### config.mk
export PLATFORM = sky130hd
export DESIGN_NAME = alu_seq
export DESIGN_NICKNAME = d
export VERILOG_FILES = /design/src/rtl/alu_seq.sv
export SDC_FILE = /design/constraint.sdc
export NUM_CORES = 1
export LEC_CHECK = 0
export ABC_CLOCK_PERIOD_IN_PS = 5950
export CAP_MARGIN = 25
export CORE_ASPECT_RATIO = 0.6
export CORE_MARGIN = 4
export CORE_UTILIZATION = 55
export DETAILED_ROUTE_END_ITERATION = 12
export GPL_ROUTABILITY_DRIVEN = 0
export PLACE_DENSITY = 0.75
export SYNTH_ARGS = -nofsm -noshare
export SYNTH_HDL_FRONTEND = slang
export SYNTH_SLANG_ARGS = --single-unit
### constraint.sdc
create_clock -name clk -period 5.95 [get_ports clk]
set_clock_uncertainty 0.05 [all_clocks]
set_input_delay 1.19 -clock clk [delete_from_list [all_inputs] [get_ports clk]]
set_output_delay 1.19 -clock clk [all_outputs]
set_load 0.005 [all_outputs]
### src/rtl/alu_seq.sv
// Sequential ALU: single-cycle logic/add/sub ops, bit-serial shift-add multiply,
// and one-bit-per-cycle shifts, with a registered result and flags.
module alu_seq #(
    parameter int WIDTH = 8,
    parameter int SHW   = $clog2(WIDTH)
) (
    input  logic             clk,
    input  logic             reset,
    input  logic             start,
    input  logic [2:0]       select,
    input  logic [WIDTH-1:0] data1,
    input  logic [WIDTH-1:0] data2,
    output logic [WIDTH-1:0] result,
    output logic             busy,
    output logic             done,
    output logic             zero,
    output logic             carry,
    output logic             overflow
);

    localparam int CW = $clog2(WIDTH + 1);

    typedef enum logic [2:0] {
        OP_FWD = 3'b000, OP_ADD = 3'b001, OP_AND = 3'b010, OP_OR  = 3'b011,
        OP_SUB = 3'b100, OP_MUL = 3'b101, OP_SLL = 3'b110, OP_SRA = 3'b111
    } op_e;

    typedef enum logic {IDLE, EXEC} state_e;

    state_e             state, state_next;
    op_e                op_q;
    logic [2*WIDTH-1:0] mcand_q;
    logic [WIDTH-1:0]   mplier_q;
    logic [2*WIDTH-1:0] acc_q;     // product accumulator; low half doubles as shift operand
    logic [CW-1:0]      cnt_q;

    logic [SHW-1:0]     amt;
    logic [WIDTH:0]     sum_c;
    logic [WIDTH-1:0]   diff_c;
    logic [WIDTH-1:0]   res_c;
    logic               carry_c, ovf_c, multi_c;
    logic [2*WIDTH-1:0] acc_step;
    logic [WIDTH-1:0]   sll_val, sra_val;
    logic               last;

    assign amt      = data2[SHW-1:0];
    assign acc_step = acc_q + (mplier_q[0] ? mcand_q : '0);
    assign sll_val  = {acc_q[WIDTH-2:0], 1'b0};
    assign sra_val  = {acc_q[WIDTH-1], acc_q[WIDTH-1:1]};
    assign last     = (cnt_q == CW'(1));
    assign busy     = (state == EXEC);

    // NOTE: every output of a combinational block gets a default first so no latch is inferred.
    always_comb begin
        res_c   = '0;
        carry_c = 1'b0;
        ovf_c   = 1'b0;
        multi_c = 1'b0;
        sum_c   = {1'b0, data1} + {1'b0, data2};
        diff_c  = data1 - data2;
        case (op_e'(select))
            OP_FWD: res_c = data2;
            OP_ADD: begin
                res_c   = sum_c[WIDTH-1:0];
                carry_c = sum_c[WIDTH];
                ovf_c   = (data1[WIDTH-1] == data2[WIDTH-1]) && (sum_c[WIDTH-1] != data1[WIDTH-1]);
            end
            OP_AND: res_c = data1 & data2;
            OP_OR:  res_c = data1 | data2;
            OP_SUB: begin
                res_c   = diff_c;
                carry_c = (data1 < data2);
                ovf_c   = (data1[WIDTH-1] != data2[WIDTH-1]) && (diff_c[WIDTH-1] != data1[WIDTH-1]);
            end
            OP_MUL: multi_c = 1'b1;
            default: begin
                if (amt == '0) res_c = data1;
                else           multi_c = 1'b1;
            end
        endcase
    end

    always_comb begin
        state_next = state;
        case (state)
            IDLE:    if (start && multi_c) state_next = EXEC;
            EXEC:    if (last)             state_next = IDLE;
            default: state_next = IDLE;
        endcase
    end

    // NOTE: sequential state uses non-blocking assignments so all registers update together at the edge.
    always_ff @(posedge clk or negedge reset) begin
        if (!reset) state <= IDLE;
        else        state <= state_next;
    end

    // NOTE: operand and counter registers are reset too, so an aborted operation leaves no residue.
    always_ff @(posedge clk or negedge reset) begin
        if (!reset) begin
            op_q     <= OP_FWD;
            mcand_q  <= '0;
            mplier_q <= '0;
            acc_q    <= '0;
            cnt_q    <= '0;
            result   <= '0;
            zero     <= 1'b1;
            carry    <= 1'b0;
            overflow <= 1'b0;
            done     <= 1'b0;
        end else begin
            done <= 1'b0;
            if (state == IDLE) begin
                if (start) begin
                    op_q <= op_e'(select);
                    if (!multi_c) begin
                        result   <= res_c;
                        zero     <= (res_c == '0);
                        carry    <= carry_c;
                        overflow <= ovf_c;
                        done     <= 1'b1;
                    end else begin
                        mcand_q  <= {{WIDTH{1'b0}}, data1};
                        mplier_q <= data2;
                        if (op_e'(select) == OP_MUL) begin
                            acc_q <= '0;
                            cnt_q <= CW'(WIDTH);
                        end else begin
                            acc_q <= {{WIDTH{1'b0}}, data1};
                            cnt_q <= CW'(amt);
                        end
                    end
                end
            end else begin
                cnt_q <= cnt_q - CW'(1);
                case (op_q)
                    OP_MUL: begin
                        acc_q    <= acc_step;
                        mcand_q  <= mcand_q << 1;
                        mplier_q <= mplier_q >> 1;
                        if (last) begin
                            result   <= acc_step[WIDTH-1:0];
                            zero     <= (acc_step[WIDTH-1:0] == '0);
                            carry    <= |acc_step[2*WIDTH-1:WIDTH];
                            overflow <= 1'b0;
                            done     <= 1'b1;
                        end
                    end
                    OP_SLL: begin
                        acc_q[WIDTH-1:0] <= sll_val;
                        if (last) begin
                            result   <= sll_val;
                            zero     <= (sll_val == '0);
                            carry    <= acc_q[WIDTH-1];
                            overflow <= 1'b0;
                            done     <= 1'b1;
                        end
                    end
                    OP_SRA: begin
                        acc_q[WIDTH-1:0] <= sra_val;
                        if (last) begin
                            result   <= sra_val;
                            zero     <= (sra_val == '0);
                            carry    <= acc_q[0];
                            overflow <= 1'b0;
                            done     <= 1'b1;
                        end
                    end
                    default: ;
                endcase
            end
        end
    end

endmodule

==> metrics.txt <==
run status=complete, no violations; final setup fails=0; P_leak=0.00257 uW; crit-path max cell delay=0.77 ns; Cell Rows=26; fmax=238 MHz; routed wl met3=1740 um; DP Cell Count=714; Critical Path Fanout Max=7; critical path startpoint category=primary input; Mean Syn Cell Area=8.28 um2; starting density of the core=57.2%; vias in the first global route=4283; Via density=6.32; residual DRC count=0; most frequent cells in the layout=nand2_1, dfrtp_1, o21ai_0, a21oi_1, ha_1; Critical Path Start=data1[1]; endpoint type of the worst setup path=flip-flop; layout cell share with drive strength beyond 1=6.63%; clk_lat worst skew=0.33 ns; Ant. Diodes=0; CTS H-tree depth=3; Top Ports=35; final hold vios=0; number of synthesized flops with an enable pin=0; library cells used by synthesis=69; non-filler cells, final=730; P&R area growth vs syn=13.7%; Sink Count=60; area of the core=8590 um2; routed wire length=14000 um; crit path DAT=4.40 ns; Detailed Place HPWL=10600 um; slew at the pin closest to its max-slew limit=0.984 ns; PostCTS Resize Cnt=0; setup slack, reg-to-reg=2.62 ns; synthesized area=4910 um2; post-route setup TNS=0 ns; DRT antenna net count=0; Synth Flop Type=dfrtp_1; drt pass-1 iters=7; synth warn=0; Min Hold Slack=0.427 ns; Worst VDD drop=0.314 mV; required time of the critical path=6.15 ns; ys async rst share=100%; uppermost routed layer=met4; first-pass GRT wire length=22700 um; Critical Path, Cell by Cell=clkdlybuf4s50_1 > inv_1 > fa_1 > o21ba_2 > o21bai_1 > o22a_1 > a21oi_1 > o31ai_1 > nand3_1 > nand4b_1 > o22ai_1; register area share after synthesis=30.6%; Worst Setup Path Type=in -> reg; Rel. slew slack=34.1%; hold buffer count at CTS=0; clock transition at the registers of the reported paths=0.05 ns; worst min path class=reg -> reg; RSZ-0062 raised after global routing=no; synth top area cells=dfrtp_1, ha_1, nand2_1; Synth area leader=dfrtp_1; via count=4613; # nets final=680; Final min period=4.21 ns; highest-delay cell along the critical path=clkdlybuf4s50_1; fin. max-slew vios=0; initial antenna violation count=0; Total Power=2510 uW; Final Cycle Share=70.7%; Synth Net Count=660; Worst Reg-to-Reg Cells=13; height of the chip=81.2 um; critical path capture point=zero; chip width=130 um; Initial DRC Count=592; CTS tree=built; R2R Path Start=mplier_q[0]; average wire per standard cell=19.2 um; post-synth top area share=30.1%; CTS buffer count=9; pwr dens=450 nW/um2; commonest non-fill, non-tap cell in the layout=nand2_1; Port Buffers=34; Die ar.=10600 um2; Setup Buffers After CTS=0; synthesized flop and latch total=60; FF-to-FF End=carry; total gr overflow=0; Longest Clk Path Bufs=2; gr usage total=27.9%; Metal-1 WL=6540 um; maxcap violations=0; met2 WL=5520 um; cells after synthesis=593; largest net degree at the start of global routing=61; Clock Tree Root=clkbuf_16
cells in the mapped netlist (3+ instances only):
cell / instances
nand4_1: 4
dfrtp_1: 59
mux2i_1: 13
o22ai_1: 8
nand3_1: 14
xnor2_1: 13
o21a_1: 5
nor3_1: 7
inv_1: 35
o31ai_1: 5
o211ai_1: 10
a21oi_1: 42
fa_1: 3
o21ai_0: 46
o21bai_1: 4
buf_2: 5
and2_1: 16
nand2_1: 88
nor2_1: 35
a21o_1: 17
ha_1: 42
clkbuf_1: 22
xor2_1: 7
o21ba_2: 3
a21oi_2: 4
a22oi_1: 17
a31oi_1: 8
and3_1: 4
a211oi_1: 3
sequential cells by signal, indices dropped and copies added, names as in the netlist:
register and cells:
overflow 1, op_q 3, mcand_q 16, mplier_q 8, zero 1, busy 1
carry 1, done 1, cnt_q 4, result 8, acc_q 16
final cells by class:
cell class	count	area (um2)
clock inverters	5	53.8
inverters	36	135
fillers	751	3000
flip-flops and latches	60	1500
clock buffers	11	233
repair buffers	39	373
well taps	112	140
multi-input cells	467	3150
worst max-delay path: cells and delay by family:
family	cells	cell delay (ns)
compound gates	6	1.44
fa+ha+maj	1	0.49
buf+inv	2	0.94
simple gates	2	0.33
routing by layer:
metal	GRT usage [%]	vias up
li1	-	2159
met1	42.2	2162
met2	37.1	259
met3	10.3	33
met4	6.33	0
met5	0	-
worst min path at each step:
stage / endpoint / startpoint / cells past startpoint
2_1_floorplan: mplier_q[1] / mplier_q[1] / 2
3_3_place_gp: mplier_q[2] / mplier_q[2] / 2
3_5_place_dp: mplier_q[2] / mplier_q[2] / 2
4_1_cts: result[1] / result[1] / 2
5_1_grt: result[0] / result[0] / 1
6_report: result[1] / result[1] / 2
power by group:
part / internal (uW) / switching, uW / leakage (uW)
sequential: 595 / 184 / 0.000748
clock: 322 / 180 / 0.000143
combinational: 519 / 712 / 0.00168
through the flow:
| step | area [um2] | utilization (%) | worst slack (ns) |
|---|---|---|---|
| after detailed placement | 5300 | 61.7 | 1.60 |
| after floorplan | 4910 | - | 2.69 |
| after CTS | 5590 | 65.0 | 1.93 |
| after global routing | 5590 | 65.0 | 1.68 |
| final | 5590 | 65.0 | 1.74 |
| after global placement | 5300 | 61.7 | 1.70 |
kinds of logic (layout without fill, tap and decap cells):
group | Yosys count | after routing | synth area share [%]
adder cells (fa/ha/maj) | 45 | 45 | 11.9
flip-flops | 60 | 60 | 30.6
multiplexers | 15 | 15 | 3.34
XOR/XNOR | 20 | 20 | 3.57
AND/OR/NAND/NOR | 188 | 188 | 18.0
buffers and inverters | 66 | 91 | 5.32
AO/OA/AOI/OAI | 199 | 199 | 27.3
Power figures use the tool's default switching activity.
